--- src/rtl/issue_execute_fifo_pkg.sv ---
// issue_execute_fifo_pkg: issue->execute pack type and per-unit queue depths
package issue_execute_fifo_pkg;
  localparam int ALU_FIFO_DEPTH = 4;
  localparam int BRU_FIFO_DEPTH = 4;
  localparam int CSR_FIFO_DEPTH = 2;
  localparam int DIV_FIFO_DEPTH = 2;
  localparam int MUL_FIFO_DEPTH = 4;
  localparam int LSU_FIFO_DEPTH = 8;
  typedef enum logic [2:0] {
    UNIT_ALU, UNIT_BRU, UNIT_CSR, UNIT_DIV, UNIT_MUL, UNIT_LSU
  } op_unit_t;
  typedef struct packed {
    logic [5:0]  rob_id;
    op_unit_t    unit;
    logic [4:0]  rd;
    logic [31:0] imm;
  } issue_execute_pack_t;
endpackage

--- src/rtl/issue_execute_fifo_if.sv ---
// issue_execute_fifo_if: issue-side push and execute-side pop/head signals
interface issue_execute_fifo_if #(parameter int DEPTH = 4);
  import issue_execute_fifo_pkg::*;
  localparam int DEPTH_W = $clog2(DEPTH);
  issue_execute_pack_t data_in, data_out;
  logic push, full, data_out_valid, pop, flush;
  logic [DEPTH_W:0] count;
  modport master (output data_in, push, pop, flush, input full, data_out, data_out_valid, count);
  modport slave (input data_in, push, pop, flush, output full, data_out, data_out_valid, count);
endinterface

--- src/rtl/issue_execute_fifo_ptr.sv ---
// fifo_ptr: wrap-bit pointer register with increment and synchronous clear
module fifo_ptr #(parameter int W = 3) (
  input  logic         clk,
  input  logic         rst,
  input  logic         inc,
  input  logic         clr,
  output logic [W-1:0] ptr
);
  always_ff @(posedge clk or negedge rst)
    if (!rst) ptr <= '0;
    else ptr <= clr ? '0 : inc ? ptr + 1'b1 : ptr;
endmodule

--- src/rtl/issue_execute_fifo.sv ---
// issue_execute_fifo: decoupling queue between issue and one execute unit
module issue_execute_fifo
  import issue_execute_fifo_pkg::*;
#(parameter int DEPTH = 4) (
  input logic clk,
  input logic rst,
  issue_execute_fifo_if.slave f
);
  localparam int DW = $clog2(DEPTH);
  issue_execute_pack_t mem [DEPTH];
  logic [DW:0] rptr, wptr;
  logic do_push, do_pop;
  assign f.full = (rptr[DW-1:0] == wptr[DW-1:0]) && (rptr[DW] != wptr[DW]);
  assign f.data_out_valid = rptr != wptr;
  assign f.count = wptr - rptr;
  assign f.data_out = mem[rptr[DW-1:0]];
  // a same-cycle pop never frees room for this cycle's push
  assign do_push = f.push && !f.full && !f.flush;
  assign do_pop = f.pop && f.data_out_valid;
  fifo_ptr #(.W(DW + 1)) u_rptr (.clk(clk), .rst(rst), .inc(do_pop), .clr(f.flush), .ptr(rptr));
  fifo_ptr #(.W(DW + 1)) u_wptr (.clk(clk), .rst(rst), .inc(do_push), .clr(f.flush), .ptr(wptr));
  always_ff @(posedge clk)
    if (do_push) mem[wptr[DW-1:0]] <= f.data_in;
  a_push_full: assert property (@(posedge clk) disable iff (!rst) !(f.push && f.full))
    else $warning("issue_execute_fifo: push while full");
  a_pop_empty: assert property (@(posedge clk) disable iff (!rst) !(f.pop && !f.data_out_valid))
    else $warning("issue_execute_fifo: pop while empty");
endmodule

--- src/flat_wrapper.sv ---
// flat-port wrapper written by rule: the top's interface ports become plain ports
module issue_execute_fifo_flat import issue_execute_fifo_pkg::*;
#(parameter int DEPTH = 4)
  (clk, rst, f_data_in, f_push, f_pop, f_flush, f_full, f_data_out, f_data_out_valid, f_count);
  issue_execute_fifo_if #(.DEPTH(DEPTH)) f_i ();
  input logic clk;
  input logic rst;
  input wire logic [$bits(f_i.data_in)-1:0] f_data_in;
  input wire logic [$bits(f_i.push)-1:0] f_push;
  input wire logic [$bits(f_i.pop)-1:0] f_pop;
  input wire logic [$bits(f_i.flush)-1:0] f_flush;
  output wire logic [$bits(f_i.full)-1:0] f_full;
  output wire logic [$bits(f_i.data_out)-1:0] f_data_out;
  output wire logic [$bits(f_i.data_out_valid)-1:0] f_data_out_valid;
  output wire logic [$bits(f_i.count)-1:0] f_count;
  assign f_i.data_in = f_data_in;
  assign f_i.push = f_push;
  assign f_i.pop = f_pop;
  assign f_i.flush = f_flush;
  assign f_full = f_i.full;
  assign f_data_out = f_i.data_out;
  assign f_data_out_valid = f_i.data_out_valid;
  assign f_count = f_i.count;
  issue_execute_fifo #(.DEPTH(DEPTH)) u_core (.clk(clk), .rst(rst), .f(f_i));
endmodule
--- config.mk ---
export PLATFORM = sky130hd
export DESIGN_NAME = issue_execute_fifo_flat
export DESIGN_NICKNAME = d
export VERILOG_FILES = /design/src/rtl/issue_execute_fifo_pkg.sv /design/src/rtl/issue_execute_fifo_if.sv /design/src/rtl/issue_execute_fifo_ptr.sv /design/src/rtl/issue_execute_fifo.sv /design/src/flat_wrapper.sv
export SDC_FILE = /design/constraint.sdc
export NUM_CORES = 1
export LEC_CHECK = 0
export ABC_AREA = 1
export CORE_MARGIN = 10
export CORE_UTILIZATION = 50
export CTS_CLUSTER_DIAMETER = 40
export CTS_CLUSTER_SIZE = 25
export DETAILED_ROUTE_END_ITERATION = 16
export GPL_TIMING_DRIVEN = 0
export PLACE_DENSITY = 0.8
export SYNTH_ARGS = -nofsm -noshare
export SYNTH_HDL_FRONTEND = slang
export SYNTH_SLANG_ARGS = --single-unit
--- constraint.sdc ---
create_clock -name clk -period 4.3 [get_ports clk]
set_clock_uncertainty 0.15 [all_clocks]
set_input_delay 0.645 -clock clk [delete_from_list [all_inputs] [get_ports clk]]
set_output_delay 0.645 -clock clk [all_outputs]
set_load 0.05 [all_outputs]
## Word level (Yosys, flattened, before mapping)

Memories as Yosys holds them, arrays and structs flattened.
Cells that the tools add are included.

| storage, ports and cells | value |
|---|---|
| flip-flop bits (word level) | 6 |
| RAM bits | 184 |
| output and inout bits | 51 |
| word-level logic and storage cells | 23 |
| memories | 1 |

Memories:

| memory | depth | width | rd ports | clocked after memory_dff | write ports | RTL line | source |
|---|---|---|---|---|---|---|---|
| u_core.mem | 4 | 46 | 1 | 0 | 1 | issue_execute_fifo.sv:10 | `issue_execute_pack_t mem [DEPTH];` |

| cells by class | value |
|---|---|
| $add $sub $neg | 3 |
| eq/ne operators | 3 |
| multiplexer cells | 6 |
| reductions and logical operators | 8 |

Operator list:

| operator | count |
|---|---|
| 3-bit 2-to-1 mux | 4 |
| 3-bit by 1-bit adder with 3-bit output, second input constant | 2 |
| 1-bit logical AND | 4 |
| 2-bit nonzero test | 2 |
| 3-bit != test | 1 |
| 3-bit subtractor | 1 |
| 2-bit equality test | 1 |
| 1-bit logical NOT | 2 |
| 1-bit 2-to-1 mux | 2 |
| 1-bit != test | 1 |

## Depth between registers and ports, before layout

Gate-level depths: netlist (run 1).

| depth | value |
|---|---|
| word-level depth | 7 |
| depth in mapped cells | 10 |
| depth with buffers taken out | 8 |

## Cells and area by module

Synthesis (run 1) repeated with hierarchy kept, for this count alone.

| unflattened totals | value |
|---|---|
| cells, all modules | 602 |
| area, all modules | 7,618.6 µm² |

Modules (own cells, without submodules):

| module | instances | cells each | area each (µm²) | sequential area each (µm²) |
|---|---|---|---|---|
| issue_execute_fifo | 1 | 568 | 7,338.3 | 5,525.3 |
| fifo_ptr | 2 | 17 | 140.1 | 75.1 |

## Least setup slack after synthesis (run 1)

OpenSTA, ideal clock, no wires.

| timing path | value |
|---|---|
| path type | flip-flop to flip-flop |
| start | register u_core.u_rptr.ptr[1] |
| end | memory u_core.mem[0][0] (netlist name) (enable) |
| library setup time | 0.450 ns |
| arrival time | 3.396 ns |
| required time | 3.700 ns |
| setup slack | 0.304 ns |
| stages on the path, launching flop included | 10 |
| path buffers | 2 |
| clock period less this slack | 3.996 ns |
| path through | dfrtp_1 inv_2 buf_4 buf_2 ha_1 nand2_1 inv_2 nand3_1 nand3_1 nor2_1 |

| between the ends | value |
|---|---|
| longest elaborated chain between the ends | 7 |

Ends and longest elaborated chain:

| item | RTL line | source |
|---|---|---|
| from (decl) | issue_execute_fifo_ptr.sv:7 | `output logic [W-1:0] ptr` |
| from (signal assigned) | issue_execute_fifo_ptr.sv:11 | `else ptr <= clr ? '0 : inc ? ptr + 1'b1 : ptr;` |
| 2-bit equality test | issue_execute_fifo.sv:13 | `assign f.full = (rptr[DW-1:0] == wptr[DW-1:0]) && (rptr[DW] != wptr[DW]);` |
| 1-bit logical AND | issue_execute_fifo.sv:13 |  |
| 1-bit logical NOT | issue_execute_fifo.sv:18 | `assign do_push = f.push && !f.full && !f.flush;` |
| 1-bit logical AND (2 in a row) | issue_execute_fifo.sv:18 |  |
| 1-bit 2-to-1 mux | issue_execute_fifo.sv:23 | `if (do_push) mem[wptr[DW-1:0]] <= f.data_in;` |
| 1-bit 2-to-1 mux (not written as such) | issue_execute_fifo.sv:23 |  |
| to (decl) | issue_execute_fifo.sv:10 |  |

Every way passes these cells.

## Final worst setup path (run 1)

| timing path | value |
|---|---|
| start | register u_core.u_rptr.ptr[1] |
| end | output port f_full |

| between the ends | value |
|---|---|
| longest elaborated chain between the ends | 2 |

Ends and longest elaborated chain:

| item | RTL line | source |
|---|---|---|
| 2-bit equality test | issue_execute_fifo.sv:13 |  |
| 1-bit logical AND | issue_execute_fifo.sv:13 |  |
| to (decl) | flat_wrapper.sv:12 | `output wire logic [$bits(f_i.full)-1:0] f_full;` |

Every way passes these cells.

==> results of run 1 <==
==> how the worst max path moves through the flow <==
stage | start | to | cells past startpoint
2_1_floorplan | u_core.u_rptr.ptr[1] | u_core.mem[0][0] | 9
3_3_place_gp | u_core.u_rptr.ptr[1] | u_core.mem[3][24] | 9
3_5_place_dp | u_core.u_rptr.ptr[1] | u_core.mem[1][16] | 10
4_1_cts | u_core.u_rptr.ptr[1] | f_full | 9
5_1_grt | u_core.u_rptr.ptr[1] | f_full | 9
6_report | u_core.u_rptr.ptr[1] | f_full | 9
==> metrics by stage <==
step,setup WS [ns],area [µm²],hold WS (ns)
6_report,0.665,9460,0.322
3_5_place_dp,0.756,8840,0.413
2_1_floorplan,0.304,7490,0.199
5_1_grt,0.470,9460,0.335
4_1_cts,0.630,9460,0.315
3_3_place_gp,-1.60,8730,0.400
==> sequential cells by signal, indices dropped and copies added (netlist names) <==
register,cells
u_core.u_rptr.ptr,3
u_core.u_wptr.ptr,3
u_core.mem,184
==> final cells by class <==
type / count / area, µm²
Buffer: 31 / 219
Clock buffer: 18 / 429
Clock inverter: 14 / 189
Fill cell: 1002 / 5130
Inverter: 16 / 62.6
Multi-Input combinational cell: 278 / 1570
Sequential cell: 190 / 5680
Tap cell: 184 / 230
Timing Repair Buffer: 105 / 1090
==> cell usage in the layout, fill, tap and decap left out, types with 8 or more instances in the layout <==
master	instances
sky130_fd_sc_hd__edfxtp_1	184
sky130_fd_sc_hd__clkdlybuf4s50_1	101
sky130_fd_sc_hd__nor2_1	84
sky130_fd_sc_hd__o21ai_0	66
sky130_fd_sc_hd__o22ai_1	36
sky130_fd_sc_hd__o21ai_1	23
sky130_fd_sc_hd__nand2_1	18
sky130_fd_sc_hd__clkbuf_16	17
sky130_fd_sc_hd__nor2_4	14
sky130_fd_sc_hd__inv_1	13
sky130_fd_sc_hd__buf_2	11
sky130_fd_sc_hd__clkbuf_1	10
sky130_fd_sc_hd__o22ai_2	10
sky130_fd_sc_hd__nand3_1	8
==> power by group through the flow <==
stage,Sequential [mW],Clock [mW],Combinational [mW]
detailed placement,2.14,0,1.23
CTS,2.10,1.64,1.24
finish,2.10,1.63,1.23
global placement,2.14,0,1.20
floorplan,2.14,0,0.782
global route,2.10,1.72,1.29
==> worst reg2reg max path, stage by stage (launching register included) <==
cell                      delay (ns)
sky130_fd_sc_hd__dfrtp_1        0.45
sky130_fd_sc_hd__inv_2          0.08
sky130_fd_sc_hd__buf_4          0.17
sky130_fd_sc_hd__buf_2          0.29
sky130_fd_sc_hd__ha_1           0.29
sky130_fd_sc_hd__nand2_1        0.07
sky130_fd_sc_hd__inv_2          0.04
sky130_fd_sc_hd__nand3_1        0.18
sky130_fd_sc_hd__nand3_1        0.35
sky130_fd_sc_hd__nor2_4         0.83
sky130_fd_sc_hd__buf_12         0.28
==> per-layer routing <==
| metal | vias up | global-route usage [%] | part of all wire (%) | wire [µm] |
|---|---|---|---|---|
| met2 | 190 | 29.4 | 51 | 8910 |
| met5 | - | 0 | 0 | 0 |
| met3 | 16 | 4.87 | 7.9 | 1380 |
| met4 | 0 | 5.64 | 1.1 | 193 |
| met1 | 2359 | 20.5 | 40 | 7070 |
| li1 | 2161 | - | - | - |
==> cells by family after synthesis <==
| logic type | after synthesis | share of synthesized area (%) |
|---|---|---|
| AOI/OAI and AO/OA | 138 | 11.0 |
| and+or+nand+nor | 131 | 7.98 |
| adders and majority gates | 8 | 1.44 |
| DFF | 190 | 75.7 |
| buffers and inverters | 47 | 3.76 |
| xor gates and xnor gates | 1 | 0.117 |
==> flow_metrics.py, run 1 <==
metrics = {
    "outcome": {
        "run_status": "complete, no violations",
    },
    "floorplanning": {
        "die_area_mm2": 0.0203,
        "die_w_um": 142,
        "std_cell_rows": 44,
        "core_area_mm2": 0.0146,
        "initial_core_util_pct": 51.4,
        "io-pin-count": 102,
        "dieHeight_um": 142,
    },
    "detailed_routing": {
        "vias": 4726,
        "drt-vias-per-instance": 5.65,
        "detail-route-antenna-nets": 0,
        "initialDrtViolationCount": 355,
        "post_drt_wl_per_cell_um": 21.0,
        "drt_wl_total_um": 17600,
        "drc_errors": 0,
        "drtPass1Iterations": 5,
    },
    "power_and_ir_drop": {
        "p_seq_share_pct": 42.4,
        "netSwitchingFraction_pct": 30.4,
        "ir_drop_mv": 0.337,
        "power_switching_mw": 1.51,
        "clockPowerShare_pct": 32.9,
        "power.static_leakage_nw": 3.26,
        "power_per_cell_area_mw_per_mm2": 524,
        "post-layout-total-power_mw": 4.96,
        "pwr-share-comb_pct": 24.7,
        "internal-power_mw": 3.45,
    },
    "synthesis": {
        "ys_seq_elements": 190,
        "synth_enable_flop_cells": 184,
        "synthArstFlopShare_pct": 3.16,
        "warning_count_from_the_yosys_run": 0,
        "netlist_area_mm2": 0.00749,
        "syn_area_per_cell_um2": 14.6,
        "yosys.area.top_type": "sky130_fd_sc_hd__edfxtp_1",
        "syn_nets": 574,
        "synth_top_cells_by_count": "184 x sky130_fd_sc_hd__edfxtp_1, 88 x sky130_fd_sc_hd__nor2_1, 66 x sky130_fd_sc_hd__o21ai_0",
        "ys_top_cells_by_area": "sky130_fd_sc_hd__edfxtp_1 74%, sky130_fd_sc_hd__nor2_1 4.4%, sky130_fd_sc_hd__o21ai_0 4.4%",
        "synth.lib_cells_used.distinct": 25,
        "postSynthCellCount": 515,
        "yosys.cell_count.top_type": "sky130_fd_sc_hd__edfxtp_1",
        "synth_seq_area_share_pct": 75.7,
        "netlist.area_leader.share_pct": 73.7,
        "synth_top_flop_cell": "sky130_fd_sc_hd__edfxtp_1",
    },
    "timing": {
        "worstMarginPinSlew_ns": 0.926,
        "setup_failing_eps_final": 0,
        "max_clock_freq_mhz": 275,
        "final_period_minus_worst_setup_slack_ns": 3.64,
        "final_max_slew_viol_count": 0,
        "grt_setup_unrepaired": "no",
        "slew_headroom_pct": 38.1,
        "setup_tns_ns": 0,
        "layout_worst_path_cycle_share_pct": 84.5,
        "final_count_of_hold_timing_violations": 0,
    },
    "critical_path": {
        "worst-setup-path-type": "flop to output pin",
        "endpoint_of_the_worst_register_to_register_path": "u_core.mem[1][35]",
        "path_cells": "inv_2, buf_4, buf_2, ha_1, nand2_1, inv_2, nand3_1, inv_1, clkdlybuf4s50_1",
        "setup.worst_path.start_class": "flop",
        "critical-path-top-delay-family": "buffers and inverters",
        "rr_worst_depth": 10,
        "critPathMostFrequentCell": "sky130_fd_sc_hd__inv_2",
        "type_of_element_capturing_the_critical_path": "output pin",
        "slowest_delay_ns": 0.80,
        "critPathSlowestCell": "sky130_fd_sc_hd__clkdlybuf4s50_1",
        "ff2ff_setup_slack_ns": 0.79,
        "worstPathArrival_ns": 2.84,
        "cp.required_ns": 3.50,
        "r2r-start": "u_core.u_rptr.ptr[1]",
        "critPathMaxFanout": 10,
        "timing.critical_path.buf_inv": 6,
    },
    "worst_hold_path": {
        "holdCritPathClass": "input port to async pin",
    },
    "cells_and_area": {
        "num_antenna_cells": 0,
        "fin_cells": 836,
        "post_route_cells_drive_above_1_share_pct": 13.2,
        "fin_util_pct": 64.9,
        "areaGrowthSynthToFinish_pct": 26.3,
        "final_layout_net_count": 698,
    },
    "global_route": {
        "initial_antenna_violation_count": 0,
        "wire_length_of_the_first_global_routing_pass_um": 26900,
        "grt_start_max_net_pins": 27,
        "grt-ovfl-total": 0,
        "gr-usage-all-layers_pct": 17.2,
        "first_global_vias": 4930,
    },
    "job": {
        "max_cap_viol_count": 0,
    },
    "cts": {
        "numCtsBuffers": 17,
        "post_cts_resize_count": 0,
        "clock_latency_ns": 0.43,
        "clock_tree.root_cell": "sky130_fd_sc_hd__clkbuf_16",
        "hold_buffers": 0,
        "cts_buffer_depth": 2,
        "clock_tree_from_tritoncts": "yes",
        "htree_levels": 4,
        "cts_post_setup_buffers_inserted": 0,
        "cts.sinks": 190,
        "clk_pin_slew_ns": 0.07,
    },
    "placement": {
        "dp.cells": 804,
        "hpwl_um": 11200,
        "io_buffer_count": 101,
        "place_congestion": 0.808,
    },
}
No activity file was read; power rests on OpenSTA's default activity.
==> run 2, diff against run 1 <==
- CORE_UTILIZATION: 50 -> 49
- PLACE_DENSITY: 0.8 -> 0.81
- clock period: 4.3 -> 2.9 ns (I/O delays scaled with it)
==> run 2 against run 1 <==
  * Non-clock buffer count is 9 higher
  * Worst setup slack worse by 0.59 ns
  * Cell area is 0.30% higher
  * Flip-flop and latch count stayed put
  * Final cell count is 1.9% higher
  * Critical path type unchanged
  * Register-to-register slack worse by 0.59 ns
  * Largest cell class unchanged
  * Routed wire length is 4.2% higher
  * Combinational power is 42% higher
  * First-iteration DRC count is 42% higher
  * Critical endpoint is now f_data_out[6]
==> flow_metrics.py, run 2 (synthesized netlist as in run 1, its figures left out) <==
metrics = {
    "outcome": {
        "run_status": "complete, no violations",
    },
    "critical_path": {
        "worstPathArrival_ns": 2.24,
        "critPathMostFrequentCell": "sky130_fd_sc_hd__buf_12",
        "worst-setup-path-type": "flop to output pin",
        "setup.worst_path.start_class": "flop",
        "critical-path-top-delay-family": "buffers and inverters",
        "type_of_element_capturing_the_critical_path": "output pin",
        "timing.critical_path.buf_inv": 5,
        "cp.required_ns": 2.32,
        "critPathSlowestCell": "sky130_fd_sc_hd__clkdlybuf4s15_1",
        "slowest_delay_ns": 0.53,
        "critPathMaxFanout": 10,
        "path_cells": "buf_6, inv_4, buf_12, buf_12, nor2_4, o22ai_2, clkdlybuf4s15_1",
    },
    "worst_hold_path": {
        "holdCritPathClass": "input port to async pin",
    },
    "floorplanning": {
        "dieHeight_um": 144,
        "io-pin-count": 102,
        "initial_core_util_pct": 49.7,
        "die_area_mm2": 0.0206,
        "die_w_um": 144,
        "std_cell_rows": 45,
        "core_area_mm2": 0.0151,
    },
    "cts": {
        "clock_latency_ns": 0.43,
        "clock_tree_from_tritoncts": "yes",
        "numCtsBuffers": 17,
        "htree_levels": 4,
        "cts_buffer_depth": 2,
        "cts.sinks": 190,
        "clk_pin_slew_ns": 0.07,
        "clock_tree.root_cell": "sky130_fd_sc_hd__clkbuf_16",
    },
    "cells_and_area": {
        "layout_commonest_cell": "sky130_fd_sc_hd__edfxtp_1",
        "layout.cells.most_common_list": "184 x sky130_fd_sc_hd__edfxtp_1, 84 x sky130_fd_sc_hd__nor2_1, 66 x sky130_fd_sc_hd__o21ai_0, 51 x sky130_fd_sc_hd__clkdlybuf4s50_1, 36 x sky130_fd_sc_hd__o22ai_1",
        "multi_input_comb_area_mm2": 0.00163,
        "num_antenna_cells": 0,
        "final_layout_net_count": 711,
        "fin_util_pct": 62.9,
        "sequential_cell_area_mm2": 0.00568,
        "nFillCells": 1109,
        "max_ffs_per_register": 184,
        "areaGrowthSynthToFinish_pct": 26.7,
        "post_route_cells_drive_above_1_share_pct": 22.1,
    },
    "placement": {
        "io_buffer_count": 101,
        "place_congestion": 0.753,
        "hpwl_um": 11000,
        "pre_cts_ws_ns": -0.592,
    },
    "detailed_routing": {
        "drc_errors": 0,
        "drt_wl_total_um": 18300,
        "post_drt_wl_per_cell_um": 21.5,
        "vias": 4884,
        "initialDrtViolationCount": 504,
        "drt-vias-per-instance": 5.73,
        "drtPass1Iterations": 5,
        "detail-route-antenna-nets": 0,
    },
    "timing": {
        "final_period_minus_worst_setup_slack_ns": 2.83,
        "setup_failing_eps_final": 0,
        "post-route-worst-setup-slack_ns": 0.0714,
        "worstMarginPinSlew_ns": 0.497,
        "layout_worst_path_cycle_share_pct": 97.5,
        "max_clock_freq_mhz": 354,
        "grt_setup_unrepaired": "no",
        "final_max_slew_viol_count": 0,
        "setup_tns_ns": 0,
        "final_count_of_hold_timing_violations": 0,
        "slew_headroom_pct": 66.8,
    },
    "global_route": {
        "wire_length_of_the_first_global_routing_pass_um": 27900,
        "grt_start_max_net_pins": 27,
        "initial_antenna_violation_count": 1,
        "first_global_vias": 4996,
        "gr-usage-all-layers_pct": 17.9,
        "grt-ovfl-total": 0,
    },
    "power_and_ir_drop": {
        "power.static_leakage_nw": 3.33,
        "power_per_cell_area_mw_per_mm2": 744,
        "ir_drop_mv": 0.477,
    },
    "job": {
        "max_cap_viol_count": 0,
    },
}
## run 2: cell count changes in the layout (fill, tap and decap cells not counted), moves of 3 or more
cell	previous run	this run
sky130_fd_sc_hd__clkdlybuf4s15_1	0	3
sky130_fd_sc_hd__buf_4	1	11
sky130_fd_sc_hd__clkinv_2	3	0
sky130_fd_sc_hd__clkdlybuf4s15_2	0	26
sky130_fd_sc_hd__buf_2	11	15
sky130_fd_sc_hd__inv_6	3	0
sky130_fd_sc_hd__nor2_4	14	18
sky130_fd_sc_hd__clkbuf_2	0	18
sky130_fd_sc_hd__clkdlybuf4s50_1	101	51
## run 2: final cells by class
| cell class | instances | share of cell area, % |
|---|---|---|
| Timing Repair Buffer | 114 | 11.7 |
| Clock inverter | 11 | 1.27 |
| Buffer | 31 | 2.39 |
| Multi-Input combinational cell | 282 | 17.2 |
| Clock buffer | 20 | 4.60 |
| Tap cell | 188 | 2.48 |
| Inverter | 16 | 0.659 |
| Sequential cell | 190 | 59.8 |
## run 2: final timing paths
check | from | depth (start not counted) | slack (ns) | end
min reg2reg | u_core.u_wptr.ptr[0] | 2 | 0.45 | u_core.u_wptr.ptr[0]
min in group clk | u_core.u_wptr.ptr[0] | 2 | 0.45 | u_core.u_wptr.ptr[0]
max reg2reg | u_core.u_rptr.ptr[1] | 10 | 0.20 | u_core.mem[2][17]
min | rst | 1 | 0.11 | u_core.u_rptr.ptr[0]
max | u_core.u_rptr.ptr[0] | 7 | 0.07 | f_data_out[6]
max in group asynchronous | rst | 1 | 2.25 | u_core.u_wptr.ptr[0]
## run 2: stage by stage
step                area (µm²)  hold WS (ns)  std cells  power, mW
floorplan                 7500       -0.0106        515       4.33
global placement          8750         0.390        804       4.95
detailed placement        8850         0.432        808       4.99
CTS                       9550         0.106        851       7.12
global route              9490         0.127        852       7.32
finish                    9490         0.110        852       7.06
## run 2: power by group
group          switching [mW]  internal [mW]  total [mW]
Sequential             0.0269           3.09        3.11
Combinational            1.24          0.502        1.75
Clock                   0.947           1.26        2.20
## run 2: repair_timing
action                                  in CTS  in global routing
gates cloned                                 4                  0
endpoints found under the setup margin     234                202
pin swaps                                    5                  1
hold buffers                                 0                  0
buffers inserted                             8                  1
resized for setup                          134                 40
## run 2: metal layers
layer | track usage, % | up-vias | share of wire [%]
li1 | - | 2205 | -
met1 | 22.6 | 2427 | 40
met2 | 29.0 | 215 | 50
met3 | 4.98 | 35 | 8.3
met4 | 6.45 | 2 | 1.9
met5 | 0 | - | 0.071
==> run 3, diff against run 2 <==
- ABC_AREA: 1 -> not set
- CORE_UTILIZATION: 49 -> 50
- DONT_BUFFER_PORTS: not set -> 1
- PLACE_DENSITY: 0.81 -> 0.74
==> run 3 against run 2 <==
  * Non-clock buffer count decreased by 76
  * Flip-flop and latch count unchanged
  * Sequential power increased by 8.7%
  * Cell area decreased by 8.8%
  * Via count decreased by 33%
  * Combinational power increased by 64%
  * Power increased by 19%
  * First-iteration DRC count decreased by 62%
  * Routed wire length decreased by 26%
  * Largest cell class unchanged
==> flow_metrics.py, run 3 <==
metrics = {
    "placement": {
        "hpwl_um": 9000,
        "place_congestion": 0.801,
        "io_buffer_count": 0,
        "dp.cells": 491,
    },
    "critical_path": {
        "critPathSlowestCell": "sky130_fd_sc_hd__xnor2_2",
        "slowest_delay_ns": 0.59,
        "cp.required_ns": 2.32,
        "worstPathArrival_ns": 2.19,
        "setup.worst_path.start_class": "flop",
        "critPathMaxFanout": 5,
        "path_cells": "inv_1, fa_1, xnor2_2",
        "worst-setup-path-type": "flop to output pin",
        "type_of_element_capturing_the_critical_path": "output pin",
    },
    "detailed_routing": {
        "drt_wl_total_um": 13600,
        "vias": 3285,
        "drt-vias-per-instance": 5.72,
        "post_drt_wl_per_cell_um": 23.7,
        "detail-route-antenna-nets": 0,
        "initialDrtViolationCount": 191,
        "drc_errors": 0,
        "drtPass1Iterations": 6,
    },
    "synthesis": {
        "synth_top_flop_cell": "sky130_fd_sc_hd__edfxtp_1",
        "synth.lib_cells_used.distinct": 28,
        "synth_enable_flop_cells": 184,
        "synthArstFlopShare_pct": 3.16,
        "syn_nets": 364,
        "synth_top_cells_by_count": "184 x sky130_fd_sc_hd__edfxtp_1, 46 x sky130_fd_sc_hd__mux4_2, 7 x sky130_fd_sc_hd__buf_2, 7 x sky130_fd_sc_hd__ha_1, 7 x sky130_fd_sc_hd__nand3_1",
        "warning_count_from_the_yosys_run": 0,
        "synth_seq_area_share_pct": 79.1,
        "ys_seq_elements": 190,
        "ys_top_cells_by_area": "sky130_fd_sc_hd__edfxtp_1 77%, sky130_fd_sc_hd__mux4_2 14%, sky130_fd_sc_hd__dfrtp_1 2.1%",
        "yosys.cell_count.top_type": "sky130_fd_sc_hd__edfxtp_1",
        "netlist.area_leader.share_pct": 77.1,
        "yosys.area.top_type": "sky130_fd_sc_hd__edfxtp_1",
        "postSynthCellCount": 305,
        "syn_area_per_cell_um2": 23.5,
        "netlist_area_mm2": 0.00717,
    },
    "timing": {
        "setup_tns_ns": 0,
        "max_clock_freq_mhz": 360,
        "fin_worst_hold_slack_ns": 0.0228,
        "layout_worst_path_cycle_share_pct": 95.8,
        "setup_failing_eps_final": 0,
        "grt_setup_unrepaired": "no",
        "worstMarginPinSlew_ns": 0.688,
        "final_max_slew_viol_count": 0,
        "final_period_minus_worst_setup_slack_ns": 2.78,
        "final_count_of_hold_timing_violations": 0,
        "slew_headroom_pct": 53.9,
    },
    "power_and_ir_drop": {
        "pwr-share-comb_pct": 34.0,
        "clockPowerShare_pct": 25.9,
        "p_seq_share_pct": 40.1,
        "power.static_leakage_nw": 2.80,
        "power_switching_mw": 3.20,
        "internal-power_mw": 5.23,
        "netSwitchingFraction_pct": 37.9,
        "power_per_cell_area_mw_per_mm2": 974,
        "post-layout-total-power_mw": 8.43,
        "ir_drop_mv": 0.626,
    },
    "cells_and_area": {
        "layout.cells.most_common_list": "184 x sky130_fd_sc_hd__edfxtp_1, 48 x sky130_fd_sc_hd__dlygate4sd3_1, 46 x sky130_fd_sc_hd__mux4_2, 17 x sky130_fd_sc_hd__clkbuf_16",
        "fin_util_pct": 61.9,
        "nFillCells": 958,
        "post_route_cells_drive_above_1_share_pct": 27.4,
        "num_antenna_cells": 0,
        "multi_input_comb_area_mm2": 0.00147,
        "layout_commonest_cell": "sky130_fd_sc_hd__edfxtp_1",
        "max_ffs_per_register": 184,
        "sequential_cell_area_mm2": 0.00568,
        "final_layout_net_count": 440,
        "areaGrowthSynthToFinish_pct": 20.7,
        "fin_cells": 574,
    },
    "floorplanning": {
        "std_cell_rows": 43,
        "dieHeight_um": 140,
        "core_area_mm2": 0.0140,
        "initial_core_util_pct": 51.3,
        "io-pin-count": 102,
        "die_area_mm2": 0.0195,
        "die_w_um": 140,
    },
    "global_route": {
        "gr-usage-all-layers_pct": 14.3,
        "grt-ovfl-total": 0,
        "initial_antenna_violation_count": 0,
        "grt_start_max_net_pins": 30,
        "first_global_vias": 3631,
        "wire_length_of_the_first_global_routing_pass_um": 21200,
    },
    "cts": {
        "clk_pin_slew_ns": 0.07,
        "clock_tree_from_tritoncts": "yes",
        "htree_levels": 4,
        "clock_latency_ns": 0.43,
        "cts_buffer_depth": 2,
        "cts.sinks": 190,
        "numCtsBuffers": 17,
        "clock_tree.root_cell": "sky130_fd_sc_hd__clkbuf_16",
    },
    "worst_hold_path": {
        "holdCritPathClass": "input port to flop",
    },
    "outcome": {
        "run_status": "complete, no violations",
    },
    "job": {
        "max_cap_viol_count": 0,
    },
}
-- run 3: per-stage QoR --
| stage | setup WS [ns] | area, µm² |
|---|---|---|
| final | 0.123 | 8660 |
| after global routing | 0.0767 | 8660 |
| after CTS | 0.0422 | 8630 |
| after detailed placement | 0.0779 | 7580 |
| after global placement | -1.07 | 7450 |
| after floorplan | -0.0658 | 7220 |
-- run 3: cell families after synthesis --
| group | count (synthesis) | synth area share [%] |
|---|---|---|
| AO/OA/AOI/OAI | 11 | 1.05 |
| XOR/XNOR | 3 | 0.366 |
| adder cells (fa/ha/maj) | 8 | 1.50 |
| buffers and inverters | 18 | 1.17 |
| flip-flops | 190 | 79.1 |
| multiplexers | 46 | 14.4 |
| AND/OR/NAND/NOR | 29 | 2.32 |
-- run 3: final cells by class --
type | instances | area share (%)
Clock inverter | 15 | 1.58
Multi-Input combinational cell | 97 | 17.0
Tap cell | 180 | 2.60
Inverter | 6 | 0.304
Timing Repair Buffer | 57 | 7.31
Sequential cell | 190 | 65.6
Clock buffer | 17 | 4.91
Buffer | 12 | 0.752
-- run 3: power by group through the flow --
stage | Clock (mW) | Combinational (mW) | Sequential (mW)
after floorplan | 0 | 2.40 | 3.42
after global placement | 0 | 2.76 | 3.44
after detailed placement | 0 | 2.82 | 3.44
after CTS | 2.23 | 2.92 | 3.38
after global routing | 2.33 | 3.01 | 3.40
final | 2.18 | 2.87 | 3.38
-- run 3: final timing paths --
kind	start	end	slack [ns]	cells past startpoint
setup / recovery	u_core.u_wptr.ptr[1]	f_count[2]	0.12	3
hold reg to reg	u_core.u_wptr.ptr[2]	u_core.u_wptr.ptr[2]	0.48	2
min in group asynchronous	rst	u_core.u_wptr.ptr[0]	0.17	1
max in group asynchronous	rst	u_core.u_rptr.ptr[0]	2.18	1
setup reg to reg	u_core.u_wptr.ptr[0]	u_core.mem[3][21]	0.43	8
hold / removal	f_push	u_core.u_wptr.ptr[0]	0.02	2
-- run 3: timing repair --
action                     CTS  global route
setup buffers                0             3
resized for setup            2             1
hold buffers                48             0
setup endpoints to repair   11            25
hold endpoints to repair   191             0
pin swaps                    0             1
-- run 3: worst max-delay path, delay by kind of cell (launching register included) --
| family | cells | cell delay [ns] |
|---|---|---|
| xor gates and xnor gates | 1 | 0.59 |
| DFF | 1 | 0.50 |
| adders and majority gates | 1 | 0.50 |
| buffers and inverters | 1 | 0.17 |
-- run 3: per-layer routing --
layer	vias up	global-route usage, %	part of all wire, %
li1	1449	-	-
met1	1715	16.7	40
met2	98	23.3	52
met3	23	5.14	5.9
met4	0	6.14	1.9
met5	-	0	0
